<file path="src/rtl/store_buffer.sv">
// store_buffer: write-posting FIFO between MEM stage and data memory, retiring stores on free port cycles
//
// Ports:
//   clk, rst             clock (rising edge), asynchronous active-high reset
//   MEMread_in           load request from the MEM stage
//   MEMwrite_in          store request from the MEM stage
//   address_in, data_in  request byte address (bits [31:2] used) and store data
//   flush                drain every queued store before continuing
//   MEM_Result_out       load data returned to the pipeline
//   freeze               stall; the current request is not consumed
//   MEMread, MEMwrite    data memory read / write enables
//   address, data        data memory address and write data
//   MEM_Result           data memory read data (combinational from address)
//   count                number of occupied entries
//
// Optional feature: define STORE_FWD_EN to serve loads that hit queued stores
// from the buffer; otherwise such loads freeze until the hits have drained.
module store_buffer #(
    parameter int DEPTH = 4
) (
    input  logic                       clk,
    input  logic                       rst,
    input  logic                       MEMread_in,
    input  logic                       MEMwrite_in,
    input  logic [31:0]                address_in,
    input  logic [31:0]                data_in,
    input  logic                       flush,
    output logic [31:0]                MEM_Result_out,
    output logic                       freeze,
    output logic                       MEMread,
    output logic                       MEMwrite,
    output logic [31:0]                address,
    output logic [31:0]                data,
    input  logic [31:0]                MEM_Result,
    output logic [$clog2(DEPTH):0]     count
);
    localparam int AW = $clog2(DEPTH);

    logic [29:0]   q_addr [DEPTH];
    logic [31:0]   q_data [DEPTH];
    logic [AW-1:0] head, tail;
    logic [AW:0]   cnt;
    logic          hit, flushing, load_cycle, drain, push;
    logic          unused_low_bits;
`ifdef STORE_FWD_EN
    logic [31:0]   fwd_data;
`endif

    assign unused_low_bits = ^address_in[1:0];

    // Scan oldest to youngest so the last match seen is the youngest one.
    always_comb begin
        hit = 1'b0;
`ifdef STORE_FWD_EN
        fwd_data = '0;
`endif
        for (int k = 0; k < DEPTH; k++) begin
            if ((AW+1)'(k) < cnt && q_addr[head + AW'(k)] == address_in[31:2]) begin
                hit = 1'b1;
`ifdef STORE_FWD_EN
                fwd_data = q_data[head + AW'(k)];
`endif
            end
        end
    end

    assign flushing = flush && cnt != '0;
`ifdef STORE_FWD_EN
    assign freeze = flushing;
    assign MEM_Result_out = !MEMread_in ? '0 : hit ? fwd_data : MEM_Result;
`else
    assign freeze = flushing || (MEMread_in && hit);
    assign MEM_Result_out = MEMread_in ? MEM_Result : '0;
`endif

    // A frozen load gives the port to the drain so the blocking entry can retire.
    assign load_cycle = MEMread_in && !freeze;
    assign drain      = cnt != '0 && !load_cycle;
    assign push       = MEMwrite_in && !MEMread_in && !freeze;

    assign MEMread  = load_cycle;
    assign MEMwrite = drain;
    assign address  = load_cycle ? address_in : drain ? {q_addr[head], 2'b00} : '0;
    assign data     = drain ? q_data[head] : '0;
    assign count    = cnt;

    always_ff @(posedge clk or posedge rst) begin
        if (rst) begin
            head <= '0;
            tail <= '0;
            cnt  <= '0;
        end else begin
            head <= head + AW'(drain);
            tail <= tail + AW'(push);
            cnt  <= cnt + (AW+1)'(push) - (AW+1)'(drain);
        end
    end

    // A push into a full buffer always coincides with a pop, so tail never overruns head.
    always_ff @(posedge clk) begin
        if (push) begin
            q_addr[tail] <= address_in[31:2];
            q_data[tail] <= data_in;
        end
    end
endmodule

</file>
<file path="config.mk">
export PLATFORM = sky130hd
export DESIGN_NAME = store_buffer
export DESIGN_NICKNAME = d
export VERILOG_FILES = /design/src/rtl/store_buffer.sv
export SDC_FILE = /design/constraint.sdc
export NUM_CORES = 1
export LEC_CHECK = 0
export CAP_MARGIN = 15
export CORE_MARGIN = 5
export CORE_UTILIZATION = 46
export CTS_CLUSTER_SIZE = 20
export DETAILED_ROUTE_END_ITERATION = 12
export PLACE_DENSITY = 0.77
export SLEW_MARGIN = 15
export SYNTH_ARGS = -nofsm -noshare
export SYNTH_HDL_FRONTEND = slang
export SYNTH_SLANG_ARGS = --single-unit
</file>
<file path="constraint.sdc">
create_clock -name clk -period 7.5 [get_ports clk]
set_input_delay 1.5 -clock clk [delete_from_list [all_inputs] [get_ports clk]]
set_output_delay 1.5 -clock clk [all_outputs]
set_load 0.03 [all_outputs]
</file>
==> impl_table.tex <==
\begin{tabular}{lr}
\hline
Metric & Value \\
\hline
\multicolumn{2}{l}{\textbf{Clocking}} \\
Htree depth & 1 \\
Number of post-CTS setup repair buffers & 0 \\
TritonCTS clock tree & done \\
Post-cts sizing count & 0 \\
Clock transition at path regs & $\sim$0.06 ns \\
Clock sink count & approximately 260 \\
Largest buffer count on any clock path & 3 \\
Clock latency of the later-clocked register in the worst-skew pair & around 0.53 ns \\
Hold-fix buffers, CTS & 0 \\
Num CTS Buffers & 27 \\
Cell at the root of the clock tree & sky130\_fd\_sc\_hd\_\_clkbuf\_16 \\
\multicolumn{2}{l}{\textbf{Worst setup path}} \\
Nature of the critical path endpoint & output pin \\
Critical path data required time & approximately 6.0 ns \\
Maximum fanout along the worst path & between 40 and 50 \\
Worst reg2reg path depth & 14 \\
Register-to-register path setup slack & between 2 and 3 ns \\
Crit Reg-Reg Endpoint & count[2] \\
CP peak stage delay & 0.63 ns \\
Worst path cell trace & clkdlybuf4s50\_1 > clkinv\_1 > xnor2\_1 > nor4\_1 > nand4\_1 > nor4\_1 > nand4\_1 > nor3b\_4 > buf\_4 > mux2\_1 > clkdlybuf4s50\_1 \\
Type of the setup path with the least slack & input pin to output pin \\
Worst Setup Start Kind & input pin \\
Cell at the slowest stage of the critical path & sky130\_fd\_sc\_hd\_\_clkdlybuf4s50\_1 \\
Data arrival time of the critical path & 5.15 ns \\
Launch point of the worst reg-to-reg path & head[0] \\
\multicolumn{2}{l}{\textbf{Logic synthesis}} \\
Adder-Cell Fraction of Synth Area & 0.00669 \\
Distinct cells, synth & 47 \\
Post-synthesis instance area & between 0.01 and 0.015 mm2 \\
Main synth FF type & sky130\_fd\_sc\_hd\_\_edfxtp\_1 \\
Mean instance size in the synthesized netlist & 16.0 um2 \\
Number of warnings issued by yosys & 0 \\
Post-synthesis simple-gate area fraction & 0.0782 \\
Register bit count reported by yosys & between 200 and 300 \\
Share of the synthesized area in compound gates (AO/OA/AOI/OAI) & 0.0190 \\
Portion of the post-synthesis area used by sequential elements & 0.536 \\
Post-synthesis xor/xnor area fraction & 0.0715 \\
Largest family of logic cells by synthesized area & multiplexers \\
Share of synthesized area spent on multiplexers & 0.255 \\
Instance count of the mapped netlist & a little under 900 \\
Number of enable-type register cells in the synthesized netlist & between 200 and 250 \\
Total nets after synthesis & about 1000 \\
Post-synth ARST share & 0.0275 \\
\multicolumn{2}{l}{\textbf{Floorplan}} \\
Number of ports placed on the die boundary & 203 \\
Placeable core region & roughly 0.03 mm2 \\
Die extent in y & 186 um \\
Total die area & approximately 0.035 mm2 \\
Number of cell rows & 64 \\
Starting Density & 0.466 \\
Die width & roughly 190 um \\
\multicolumn{2}{l}{\textbf{Power}} \\
Share of total power in sequential cells & 0.276 \\
Combinational group share of total power & 0.516 \\
Pleak & 0.00588 uW \\
Power share of the clock group & 0.208 \\
Cell internal pwr & approximately 4100 uW \\
Proportion of total power due to net switching & 0.376 \\
Total power per unit cell area & about 380 mW/mm2 \\
Switching component of the power & about 2500 uW \\
Max rail drop VDD & 0.238 mV \\
\multicolumn{2}{l}{\textbf{STA}} \\
Post-route minimum period & $\sim$6.7 ns \\
Final TNS setup & 0 ns \\
Final setup violating endpoints & 0 \\
Pin slew with the least headroom to its limit & between 1 and 1.5 ns \\
Max transition margin & 0.308 \\
Final Max Slew Viols & 0 \\
Worst clock skew & 0.0158 ns \\
Unrepaired setup endpoints after global routing & no \\
Final Hold Violating Endpoints & 0 \\
Achievable frequency & 150 MHz \\
Fin Hold WS & 0.607 ns \\
Share of the clock period used by the worst path after layout & 0.887 \\
\multicolumn{2}{l}{\textbf{Flow run}} \\
Max-cap viol count & 0 \\
\multicolumn{2}{l}{\textbf{Drt}} \\
Total wire length after detailed routing & 36100 um \\
DR pass1 iterations & 5 \\
Via count normalized by instance count & between 5 and 6 \\
Residual antenna-violating net count after detailed routing & 0 \\
Total via count after detailed routing & between 8k and 9k \\
Post-detailed-route DRC marker count & 0 \\
Starting DRC count in detailed routing & 808 \\
Average routed wire per standard cell & roughly 24 um \\
\multicolumn{2}{l}{\textbf{Min path}} \\
Terminating pin of the worst hold path & tail[1] \\
Min-Delay Path Depth & 1 \\
Worst Min Path Start & tail[1] \\
Type of the tightest min-delay check & flip-flop to flip-flop \\
\multicolumn{2}{l}{\textbf{GRT}} \\
Wire length of the first global-routing pass & 54300 um \\
Via count of the first global-routing pass & 9107 \\
Antenna violations before repair & 2 \\
Pin count of the biggest net entering global routing & 48 \\
Overflow left after global routing & 0 \\
GR Util All Layers & 0.206 \\
\multicolumn{2}{l}{\textbf{Placement}} \\
HPWL after detailed placement & $\sim$25000 um \\
I/O Buffers & slightly above 200 \\
Last weighted congestion value of the routability-driven placer & roughly 0.94 \\
\multicolumn{2}{l}{\textbf{Finish}} \\
Layout Nets & 1186 \\
Inserted Diodes & 0 \\
Layout Utilization & 0.575 \\
Share of post-route cells with drive strength above 1 & 0.206 \\
Area grow syn2layout & 23.5\% \\
\multicolumn{2}{l}{\textbf{Status}} \\
Status & complete, no violations \\
\hline
\end{tabular}
## synth_stat cells (4+ instances only)
master / count / area share
sky130_fd_sc_hd__a211oi_1: 5 / 0.0026
sky130_fd_sc_hd__a21oi_1: 9 / 0.0032
sky130_fd_sc_hd__and2_1: 34 / 0.015
sky130_fd_sc_hd__buf_2: 23 / 0.0081
sky130_fd_sc_hd__buf_4: 9 / 0.0048
sky130_fd_sc_hd__buf_6: 7 / 0.0055
sky130_fd_sc_hd__clkbuf_1: 22 / 0.0058
sky130_fd_sc_hd__dfrtp_1: 7 / 0.012
sky130_fd_sc_hd__edfxtp_1: 248 / 0.52
sky130_fd_sc_hd__ha_1: 6 / 0.0053
sky130_fd_sc_hd__inv_1: 31 / 0.0082
sky130_fd_sc_hd__mux2_1: 6 / 0.0048
sky130_fd_sc_hd__mux2_2: 4 / 0.0032
sky130_fd_sc_hd__mux2i_1: 76 / 0.054
sky130_fd_sc_hd__mux4_2: 122 / 0.19
sky130_fd_sc_hd__nand2_1: 38 / 0.010
sky130_fd_sc_hd__nand3_1: 4 / 0.0014
sky130_fd_sc_hd__nand4_1: 21 / 0.0092
sky130_fd_sc_hd__nor2_1: 8 / 0.0021
sky130_fd_sc_hd__nor2b_1: 4 / 0.0018
sky130_fd_sc_hd__nor3b_1: 5 / 0.0026
sky130_fd_sc_hd__nor3b_2: 29 / 0.026
sky130_fd_sc_hd__nor4_1: 15 / 0.0066
sky130_fd_sc_hd__o22ai_1: 4 / 0.0018
sky130_fd_sc_hd__xnor2_1: 102 / 0.063
sky130_fd_sc_hd__xor2_1: 14 / 0.0086
## worst max path at each step
stage / from / endpoint / slack [ns] / cells past startpoint
after floorplan: MEMread_in / q_addr[2][0] / 0.65 / 2
after global placement: address_in[9] / address[25] / 1.03 / 11
after detailed placement: address_in[9] / address[27] / 0.91 / 11
after CTS: address_in[9] / address[25] / 0.91 / 11
after global routing: address_in[5] / MEMwrite / 0.61 / 10
final: address_in[9] / address[25] / 0.85 / 11
## power by group through the flow
stage / Combinational (uW) / Sequential [uW] / Clock, uW
floorplan: 2470 / 1780 / 0
global placement: 3410 / 1850 / 0
detailed placement: 3420 / 1860 / 0
CTS: 3440 / 1830 / 1410
global route: 3630 / 1850 / 1470
finish: 3430 / 1830 / 1380
## through the flow
stage	area, um2	total power [uW]	worst slack (ns)	instances
2_1_floorplan	14200	4250	0.650	888
3_3_place_gp	16600	5260	1.03	1445
3_5_place_dp	16600	5280	0.907	1445
4_1_cts	17600	6680	0.908	1494
5_1_grt	17600	6950	0.609	1494
6_report	17600	6640	0.849	1494
## cell type report
type                    count  area (um2)
multi-input cells         537        6140
fillers                  2322       13000
well taps                 396         495
clock inverters            15         200
flip-flops and latches    255        7630
clock buffers              34         722
inverters                  33         124
repair buffers            224        2240
## logic make-up after synthesis
kind of cell               count (synthesis)
AOI/OAI and AO/OA                         39
and+or+nand+nor                          167
DFF                                      255
adders and majority gates                  7
xor gates and xnor gates                 116
buffers and inverters                     96
muxes                                    208
## placed cells by master (no fill, tap or decap), types with 4 or more instances in the layout
cell	synthesis	final
sky130_fd_sc_hd__a211oi_1	5	5
sky130_fd_sc_hd__a21oi_1	9	9
sky130_fd_sc_hd__and2_1	34	34
sky130_fd_sc_hd__buf_12	0	4
sky130_fd_sc_hd__buf_4	9	18
sky130_fd_sc_hd__bufinv_16	0	5
sky130_fd_sc_hd__clkbuf_1	22	5
sky130_fd_sc_hd__clkbuf_16	0	27
sky130_fd_sc_hd__clkdlybuf4s50_1	0	202
sky130_fd_sc_hd__clkinv_1	1	5
sky130_fd_sc_hd__clkinv_2	0	4
sky130_fd_sc_hd__dfrtp_1	7	5
sky130_fd_sc_hd__edfxtp_1	248	248
sky130_fd_sc_hd__ha_1	6	6
sky130_fd_sc_hd__inv_1	31	31
sky130_fd_sc_hd__mux2_1	6	6
sky130_fd_sc_hd__mux2_2	4	4
sky130_fd_sc_hd__mux2i_1	76	76
sky130_fd_sc_hd__mux4_2	122	122
sky130_fd_sc_hd__nand2_1	38	38
sky130_fd_sc_hd__nand3_1	4	4
sky130_fd_sc_hd__nand4_1	21	21
sky130_fd_sc_hd__nor2_1	8	7
sky130_fd_sc_hd__nor2b_1	4	4
sky130_fd_sc_hd__nor3b_1	5	4
sky130_fd_sc_hd__nor3b_2	29	29
sky130_fd_sc_hd__nor4_1	15	15
sky130_fd_sc_hd__o22ai_1	4	4
sky130_fd_sc_hd__xnor2_1	102	102
sky130_fd_sc_hd__xor2_1	14	14
## layer usage
layer | vias up | part of all wire | GRT usage
li1 | 3891 | - | -
met1 | 4466 | 0.41 | 0.292
met4 | 2 | 0.032 | 0.0638
met2 | 438 | 0.46 | 0.313
met5 | - | 0.00036 | 0
met3 | 78 | 0.098 | 0.0561
## flip-flops by register name, summed over array words and instances (netlist names)
signal,cells
count,3
q_data,128
tail,2
head,2
q_addr,120
## worst max-delay path: cells and delay by family
| kind | cells | cell delay (ns) |
|---|---|---|
| mux | 1 | 0.47 |
| buf+inv | 4 | 1.83 |
| xor+xnor | 1 | 0.22 |
| simple gates | 5 | 1.10 |
No activity file was read; power rests on OpenSTA's default activity.
